`config.mk`:
```
export PLATFORM = sky130hd
export DESIGN_NAME = fetch_pc_unit
export DESIGN_NICKNAME = d
export VERILOG_FILES = /design/src/rtl/fetch_pc_unit_pkg.sv /design/src/rtl/fetch_pc_unit_pc_next_sel.sv /design/src/rtl/fetch_pc_unit.sv
export SDC_FILE = /design/constraint.sdc
export NUM_CORES = 1
export LEC_CHECK = 0
export CELL_PAD_IN_SITES_DETAIL_PLACEMENT = 0
export CELL_PAD_IN_SITES_GLOBAL_PLACEMENT = 1
export CORE_MARGIN = 5
export CORE_UTILIZATION = 30
export CTS_CLUSTER_SIZE = 8
export DETAILED_ROUTE_END_ITERATION = 10
export GPL_TIMING_DRIVEN = 0
export PLACE_DENSITY = 0.91
export SLEW_MARGIN = 20
export SYNTH_ARGS = -nofsm -noshare
export SYNTH_HDL_FRONTEND = slang
export SYNTH_SLANG_ARGS = --single-unit
```
`constraint.sdc`:
```
create_clock -name clk -period 2.3 [get_ports clk]
set_input_delay 0.46 -clock clk [delete_from_list [all_inputs] [get_ports clk]]
set_output_delay 0.46 -clock clk [all_outputs]
set_load 0.01 [all_outputs]
```
`src/rtl/fetch_pc_unit_pkg.sv`:
```
// Shared fetch-stage definitions: FSM encoding, instruction size, default reset
// PC and the branch opcode constants also used by the branch-condition evaluator.
package fetch_pc_unit_pkg;

  typedef enum logic [1:0] {
    ST_START = 2'd0,
    ST_FETCH = 2'd1,
    ST_HOLD  = 2'd2
  } fetch_state_e;

  localparam int unsigned INSTR_BYTES      = 4;
  localparam logic [31:0] DEFAULT_RESET_PC = 32'h0000_0000;

  // RV32 control-transfer opcodes and branch funct3 codes
  localparam logic [6:0] OPC_BRANCH = 7'b1100011;
  localparam logic [6:0] OPC_JAL    = 7'b1101111;
  localparam logic [6:0] OPC_JALR   = 7'b1100111;

  localparam logic [2:0] F3_BEQ  = 3'b000;
  localparam logic [2:0] F3_BNE  = 3'b001;
  localparam logic [2:0] F3_BLT  = 3'b100;
  localparam logic [2:0] F3_BGE  = 3'b101;
  localparam logic [2:0] F3_BLTU = 3'b110;
  localparam logic [2:0] F3_BGEU = 3'b111;

endpackage

```
`src/rtl/fetch_pc_unit_pc_next_sel.sv`:
```
// Combinational next-PC select: reset > redirect > sequential > hold, with
// target word-alignment masking and misalignment detection.
module pc_next_sel
  import fetch_pc_unit_pkg::*;
#(
  parameter int unsigned       bits     = 32,
  parameter logic [bits-1:0]   RESET_PC = bits'(DEFAULT_RESET_PC)
) (
  input  logic            rst_i,
  input  logic            redirect_i,
  input  logic            advance_i,
  input  logic [bits-1:0] pc_i,
  input  logic [bits-1:0] target_i,
  output logic [bits-1:0] pc_o,
  output logic            misalign_o
);

  always_comb begin
    pc_o       = pc_i;
    misalign_o = 1'b0;
    if (rst_i) begin
      pc_o = RESET_PC;
    end else if (redirect_i) begin
      // low bits are dropped; the target is still taken when misaligned
      pc_o       = {target_i[bits-1:2], 2'b00};
      misalign_o = |target_i[1:0];
    end else if (advance_i) begin
      pc_o = pc_i + bits'(INSTR_BYTES);
    end
  end

endmodule

```
`src/rtl/fetch_pc_unit.sv`:
```
// Instruction-fetch stage: owns the PC, issues fetches, holds under stall and
// redirects/flushes on taken branches and jumps.
module fetch_pc_unit
  import fetch_pc_unit_pkg::*;
#(
  parameter int unsigned     bits     = 32,
  parameter logic [bits-1:0] RESET_PC = bits'(DEFAULT_RESET_PC)
) (
  input  logic            clk,
  input  logic            rst,
  input  logic            branch_en,
  input  logic            branch_cond,
  input  logic            jump_en,
  input  logic [bits-1:0] target_addr,
  input  logic            stall,
  output logic [bits-1:0] imem_addr,
  output logic            imem_req,
  input  logic            imem_ready,
  input  logic [31:0]     imem_rdata,
  output logic [31:0]     instr,
  output logic [bits-1:0] instr_pc,
  output logic            instr_valid,
  output logic            flush,
  output logic            misalign_err
);

  fetch_state_e    state_q;
  logic [bits-1:0] pc_q, pc_d;
  logic [31:0]     instr_q;
  logic [bits-1:0] instr_pc_q;
  logic            valid_q, flush_q, misalign_q;
  logic            taken, redirect, advance, misalign;

  assign taken    = (branch_en & branch_cond) | jump_en;
  assign redirect = taken && (state_q != ST_START);
  assign advance  = (state_q == ST_FETCH) && imem_ready;

  pc_next_sel #(.bits(bits), .RESET_PC(RESET_PC)) u_pc_next_sel (
    .rst_i      (rst),
    .redirect_i (redirect),
    .advance_i  (advance),
    .pc_i       (pc_q),
    .target_i   (target_addr),
    .pc_o       (pc_d),
    .misalign_o (misalign)
  );

  always_ff @(posedge clk) begin
    pc_q <= pc_d;
    if (rst) begin
      state_q    <= ST_START;
      instr_q    <= '0;
      instr_pc_q <= '0;
      valid_q    <= 1'b0;
      flush_q    <= 1'b0;
      misalign_q <= 1'b0;
    end else begin
      flush_q    <= 1'b0;
      misalign_q <= 1'b0;
      if (state_q == ST_START) begin
        state_q <= ST_FETCH;
      end else if (redirect) begin
        // any same-cycle response belongs to the wrong path and is dropped
        valid_q    <= 1'b0;
        flush_q    <= 1'b1;
        misalign_q <= misalign;
        state_q    <= ST_FETCH;
      end else begin
        case (state_q)
          ST_FETCH: begin
            if (imem_ready) begin
              instr_q    <= imem_rdata;
              instr_pc_q <= pc_q;
              valid_q    <= 1'b1;
              state_q    <= stall ? ST_HOLD : ST_FETCH;
            end else if (!stall) begin
              valid_q <= 1'b0;
            end
          end
          ST_HOLD: begin
            if (!stall) state_q <= ST_FETCH;
          end
          default: state_q <= ST_START;
        endcase
      end
    end
  end

  assign imem_addr    = pc_q;
  assign imem_req     = (state_q == ST_FETCH);
  assign instr        = instr_q;
  assign instr_pc     = instr_pc_q;
  assign instr_valid  = valid_q;
  assign flush        = flush_q;
  assign misalign_err = misalign_q;

endmodule

```
==> impl_metrics.csv, run 1 <==
group,metric,value,unit
route,drt_wl_total,14200,um
sta,fin_crit_sh,94.9,%
route,detail_route.wl_per_cell,16.1,um
floorplanning,ioPinCount,171,
place,place.port_buffers,166,
finish,area_growth,54.2,%
synth,synth_top_area_share,46.9,%
hold_path,worstHoldPathType,"flop to flop",
grt,grt_max_degree,15,
clock_tree,cts_made_buffers,9,
power,p_int,2.92,mW
worst_setup_path,ff2ff_setup_slack,0.13,ns
grt,overflow,0,
hold_path,hold_depth,2,
flow_run,max-cap-violations,0,
sta,worstMarginPinSlew,0.629,ns
clock_tree,cts_root_buf,"clkbuf_16",
worst_setup_path,arrival,2.43,ns
synth,yosysMostFrequentCell,"nand2_1",
finish,nets,775,
route,drtIter0Drc,153,
finish,post-route-cell-area,0.00638,mm2
floorplanning,die_w,127,um
power,pwr-share-comb,14.1,%
power,swShare,25.2,%
synth,synth-compound-area-share,18.1,%
sta,setup_tns,0,ns
clock_tree,cts_hold_buffers,0,
clock_tree,clock_sinks,97,
sta,fin_hold_ws,0.455,ns
power,p_seq_share,47.2,%
sta,final-setup-viol-count,0,
worst_setup_path,cp-start-kind,"input port",
worst_setup_path,end_kind,"flop",
grt,antenna_found_initial,0,
worst_setup_path,path_class,"input port to flop",
floorplanning,die_y,127,um
synth,syn_area_per_cell,7.94,um2
power,pwr-share-clk,38.8,%
synth,synth_seq_cells,97,
floorplanning,rows,43,
finish,fillers,1348,
worst_setup_path,required,2.55,ns
clock_tree,cts.clk_slew.worst_paths,0.06,ns
clock_tree,cts_tree,"done",
route,drt-vias-per-instance,4.97,
route,ant_nets,0,
power,leakage,2.11,nW
worst_setup_path,worstRegToRegCells,5,
clock_tree,clockBufferDepth,2,
sta,min_period,2.18,ns
finish,drive_gt1_share,6.10,%
grt,grt_use_total,17.3,%
floorplanning,dieArea,0.0162,mm2
sta,fin_skew,0.00755,ns
worst_setup_path,reg2reg_from,"imem_addr[8]",
synth,synth_cell_types,42,
synth,syn_inst,521,
synth,yosys.area_share.simple,26.2,%
synth,synth-warning-count,0,
synth,synth.area.mux_share,0,%
worst_setup_path,crit_path_max_fanout,10,
sta,drv_slew,0,
synth,synth_top_family_by_area,"simple AND/OR/NAND/NOR gates",
sta,slew_headroom,58.1,%
grt,grt_pass1_wl,22400,um
finish,antenna_cells,0,
route,route.vias.total,4398,
floorplanning,start_util,30.2,%
synth,synth-xor-area-share,2.54,%
clock_tree,htreeDepth,3,
place,postPlaceCellArea,0.00603,mm2
synth,synth_area_leaders,"dfxtp_1 47%, nand2_1 12%, a21oi_1 7.9%",
place,gp_congestion,0.821,
synth,async_flop_share,0,%
power,cellPowerDensity,613,mW/mm2
floorplanning,coreArea,0.0137,mm2
synth,yosysSeqAreaShare,46.9,%
outcome,status,"completed",
sta,hold_viol_final,0,
synth,yosysTopAreaCell,"dfxtp_1",
worst_setup_path,r2r_end,"imem_addr[25]",
power,switching_power,983,uW
worst_setup_path,crit_start,"imem_ready",
route,drc,0,
power,vdd_drop_max,0.000308,V
synth,yosys.area_share.adder,1.21,%
synth,ys_top_cells_by_count,"137 x nand2_1, 97 x dfxtp_1, 65 x a21oi_1",
synth,synth_area,0.00414,mm2
synth,synth-main-ff-cell,"dfxtp_1",
worst_setup_path,setup.worst_path.end,"imem_addr[23]",
clock_tree,clock_latency,0.35,ns
place,dp_hpwl,10700,um
synth,synth-edff-count,0,
route,dr.pass1.iters,4,
sta,fmax,0.458,GHz
grt,first_global_vias,4399,
worst max-delay path, stage by stage:
cell and delay, ns:
clkdlybuf4s50_1 0.61, and4_1 0.22, clkbuf_4 0.23, nand3_4 0.16, or4_1 0.49, a311oi_1 0.26
logic make-up (layout without fill, tap and decap cells):
family / after synthesis / in the layout
flops: 97 / 97
fa+ha+maj: 4 / 4
simple gates: 238 / 238
xor+xnor: 12 / 12
buf+inv: 48 / 229
compound gates: 121 / 121
other cells: 1 / 4
timing repair:
action	4_1_cts	5_1_grt
gates resized for setup	9	24
endpoints found under the hold margin	0	0
buffers inserted	0	0
endpoints found under the setup margin	68	63
worst min path at each step:
stage / from / end / slack (ns)
final: instr[1] / instr[1] / 0.45
after CTS: instr[18] / instr[18] / 0.46
after global placement: instr[2] / instr[2] / 0.44
after floorplan: instr[0] / instr[0] / 0.48
after global routing: instr[21] / instr[21] / 0.48
after detailed placement: instr_pc[7] / instr_pc[7] / 0.45
cell type report:
class	count	area, um2	area share [%]
clock buffers	13	250	3.92
repair buffers	166	1660	26.1
well taps	180	225	3.53
multi-input cells	379	2040	32.0
flip-flops and latches	97	1950	30.5
inverters	5	18.8	0.294
clock inverters	3	40.0	0.628
plain buffers	42	193	3.02
flip-flops by register name, summed over array words and instances, names as in the netlist:
signal,count
instr_valid,1
state_q,2
imem_addr,30
instr,32
instr_pc,30
flush,1
misalign_err,1
through the flow:
stage / std cells / utilization, % / total power, mW / worst slack (ns)
6_report: 885 / 46.5 / 3.91 / 0.116
5_1_grt: 885 / 46.5 / 4.06 / -0.00962
3_5_place_dp: 870 / 44.0 / 2.42 / -0.701
2_1_floorplan: 524 / - / 2.08 / 0.239
4_1_cts: 885 / 46.3 / 3.93 / 0.0214
3_3_place_gp: 870 / 44.0 / 2.41 / -0.656
placed cells by master (no fill, tap or decap), types with 2 or more instances in the layout:
cell and count:
nand4_1 5, a211oi_1 12, nand3_1 16, o21ai_0 8, a21oi_1 65, dfxtp_2 4
nor2b_1 4, nand2b_1 2, o211ai_1 2, o2111ai_1 2, clkbuf_1 26, clkbuf_2 8
o31ai_1 10, clkdlybuf4s50_1 166, ha_1 3, or3_1 6, xnor2_1 4, clkinv_2 2
xor2_1 8, conb_1 4, buf_4 4, dfxtp_1 93, nor2_1 31, inv_1 5
clkbuf_16 9, nor3_1 4, and3_1 3, buf_2 5, and4_1 5, a311oi_1 15
nand2_1 137, or4_1 13
power groups by stage:
stage | clock [mW] | combinational (mW) | sequential (mW)
2_1_floorplan | 0 | 0.194 | 1.88
3_3_place_gp | 0 | 0.535 | 1.87
3_5_place_dp | 0 | 0.544 | 1.88
4_1_cts | 1.54 | 0.551 | 1.84
5_1_grt | 1.61 | 0.595 | 1.85
6_report | 1.51 | 0.549 | 1.84
layer usage:
| layer | GRT usage [%] | routed length [um] | part of all wire, % | vias to the layer above |
|---|---|---|---|---|
| li1 | - | - | - | 2172 |
| met1 | 21.9 | 6180 | 43 | 2049 |
| met2 | 27.6 | 6540 | 46 | 148 |
| met3 | 4.85 | 1070 | 7.5 | 29 |
| met4 | 7.57 | 431 | 3.0 | 0 |
| met5 | 0 | 0 | 0 | - |
(Power assumes the default switching activity.)
==> run 2, diff against run 1 <==
--- a/config.mk
+++ b/config.mk
@@ -17,3 +17,4 @@
 export SYNTH_ARGS = -nofsm -noshare
 export SYNTH_HDL_FRONTEND = slang
 export SYNTH_SLANG_ARGS = --single-unit
+export TNS_END_PERCENT = 30
==> impl_metrics.csv, run 2 (synthesis gave the netlist of run 1 again) <==
group,metric,value,unit
outcome,status,"completed",
sta,rsz0062_at_grt,"true",
finish,antenna_cells,0,
power,swShare,25.2,%
place,place.port_buffers,166,
finish,fillers,1348,
power,power.total,3.91,mW
hold_path,hold_depth,2,
worst_setup_path,path_class,"input port to flop",
floorplanning,start_util,30.2,%
clock_tree,cts_tree,"done",
finish,largest_reg_flops,32,
hold_path,hold_path_end,"instr[1]",
worst_setup_path,required,2.55,ns
floorplanning,coreArea,0.0137,mm2
finish,nets,775,
route,drc,0,
clock_tree,cts_made_buffers,9,
grt,grt_use_total,17.3,%
worst_setup_path,arrival,2.43,ns
grt,overflow,0,
finish,multi_input_area,0.00204,mm2
worst_setup_path,ff2ff_setup_slack,0.12,ns
grt,antenna_found_initial,0,
place,dp_hpwl,10700,um
sta,final-setup-viol-count,0,
power,p_seq_share,47.2,%
worst_setup_path,worstRegToRegCells,5,
sta,worstMarginPinSlew,0.627,ns
route,route.vias.total,4387,
finish,mostFrequentLayoutCell,"clkdlybuf4s50_1",
finish,final_cell_mix,"166 x clkdlybuf4s50_1, 137 x nand2_1, 93 x dfxtp_1",
worst_setup_path,r2r_end,"imem_addr[25]",
floorplanning,die_w,127,um
sta,hold_viol_final,0,
grt,grt_pass1_wl,22400,um
finish,drive_gt1_share,5.53,%
sta,min_period,2.18,ns
worst_setup_path,crit_path_max_fanout,10,
worst_setup_path,reg2reg_from,"imem_addr[8]",
clock_tree,cts_root_buf,"clkbuf_16",
floorplanning,dieArea,0.0162,mm2
power,leakage,2.09,nW
power,pwr-share-comb,14.0,%
floorplanning,die_y,127,um
sta,fin_skew,0.00740,ns
sta,fin_crit_sh,94.8,%
finish,area_growth,54.1,%
route,detail_route.wl_per_cell,16.1,um
place,gp_congestion,0.821,
route,dr.pass1.iters,4,
hold_path,worstHoldPathType,"flop to flop",
power,pwr-share-clk,38.8,%
clock_tree,clock_latency,0.35,ns
power,p_int,2.92,mW
sta,drv_slew,0,
power,cellPowerDensity,613,mW/mm2
clock_tree,post_cts_buffers,0,
clock_tree,htreeDepth,3,
route,ant_nets,0,
finish,regArea,0.00195,mm2
worst_setup_path,cp-start-kind,"input port",
grt,grt_max_degree,15,
route,drtIter0Drc,161,
sta,fin_hold_ws,0.455,ns
sta,fmax,0.458,GHz
worst_setup_path,end_kind,"flop",
place,dp.cells,870,
grt,first_global_vias,4399,
hold_path,hold_start,"instr[1]",
floorplanning,rows,43,
clock_tree,clockBufferDepth,2,
flow_run,max-cap-violations,0,
clock_tree,cts.clk_slew.worst_paths,0.06,ns
sta,slew_headroom,58.2,%
clock_tree,clock_sinks,97,
route,drt-vias-per-instance,4.96,
floorplanning,ioPinCount,171,
power,switching_power,982,uW
finish,final_cells,885,
power,vdd_drop_max,0.000310,V
clock_tree,cts_hold_buffers,0,
route,drt_wl_total,14200,um
run 2: cell counts in the layout (fill, tap and decap cells not counted):
Identical to the previous run, type by type.
run 2: layer usage:
| layer | track usage, % | vias to the layer above | part of all wire (%) |
|---|---|---|---|
| met3 | 4.85 | 27 | 7.5 |
| met1 | 21.9 | 2033 | 44 |
| met4 | 7.57 | 0 | 3.0 |
| met5 | 0 | - | 0 |
| li1 | - | 2172 | - |
| met2 | 27.6 | 155 | 46 |
run 2: how the worst max path moves through the flow:
stage                       from            end  slack (ns)  cells after the start
finish                imem_ready  imem_addr[23]        0.12                      6
global route          imem_ready   instr_pc[21]       -0.06                      6
floorplan           imem_addr[9]  imem_addr[25]        0.24                      5
global placement      imem_ready   instr_pc[15]       -0.66                      6
CTS                   imem_ready  imem_addr[22]        0.01                      5
detailed placement    imem_ready   instr_pc[20]       -0.70                      6
run 2: worst max-delay path, cell delays in order:
cell             delay [ns]
clkdlybuf4s50_1        0.61
and4_1                 0.22
clkbuf_4               0.23
nand3_4                0.16
or4_1                  0.49
a311oi_1               0.26
run 2: metrics by stage:
stage               util, %  area (um2)  setup TNS, ns  setup slack (ns)
global placement       44.0        6030         -41.23            -0.656
floorplan                 -        4150              0             0.239
detailed placement     44.0        6030         -45.30            -0.701
global route           46.4        6370         -0.344           -0.0587
CTS                    46.3        6350              0            0.0129
finish                 46.4        6370              0             0.119
run 2: area by class of cell:
cell class,count,share of cell area (%)
buffer,42,2.95
inverter,5,0.295
tap,180,3.53
multi-input combinational,379,32.0
timing repair buffer,166,26.1
sequential,97,30.6
clock inverter,3,0.628
clock buffer,13,3.93
run 2: repair_timing:
action	CTS	global route
setup endpoints to repair	68	64
gates resized for setup	8	17
hold endpoints to repair	0	0
run 2: power by group through the flow:
stage / Combinational, mW / Sequential, mW / Clock (mW)
floorplan: 0.194 / 1.88 / 0
CTS: 0.551 / 1.84 / 1.54
detailed placement: 0.544 / 1.88 / 0
finish: 0.549 / 1.84 / 1.51
global route: 0.594 / 1.85 / 1.61
global placement: 0.535 / 1.87 / 0
==> run 3, diff against run 2 <==
--- a/config.mk
+++ b/config.mk
@@ -5,6 +5,7 @@
 export SDC_FILE = /design/constraint.sdc
 export NUM_CORES = 1
 export LEC_CHECK = 0
+export CAP_MARGIN = 15
 export CELL_PAD_IN_SITES_DETAIL_PLACEMENT = 0
 export CELL_PAD_IN_SITES_GLOBAL_PLACEMENT = 1
 export CORE_MARGIN = 5
==> results of run 3 <==
Final layout, timing and power as in run 2 (identical DEF).
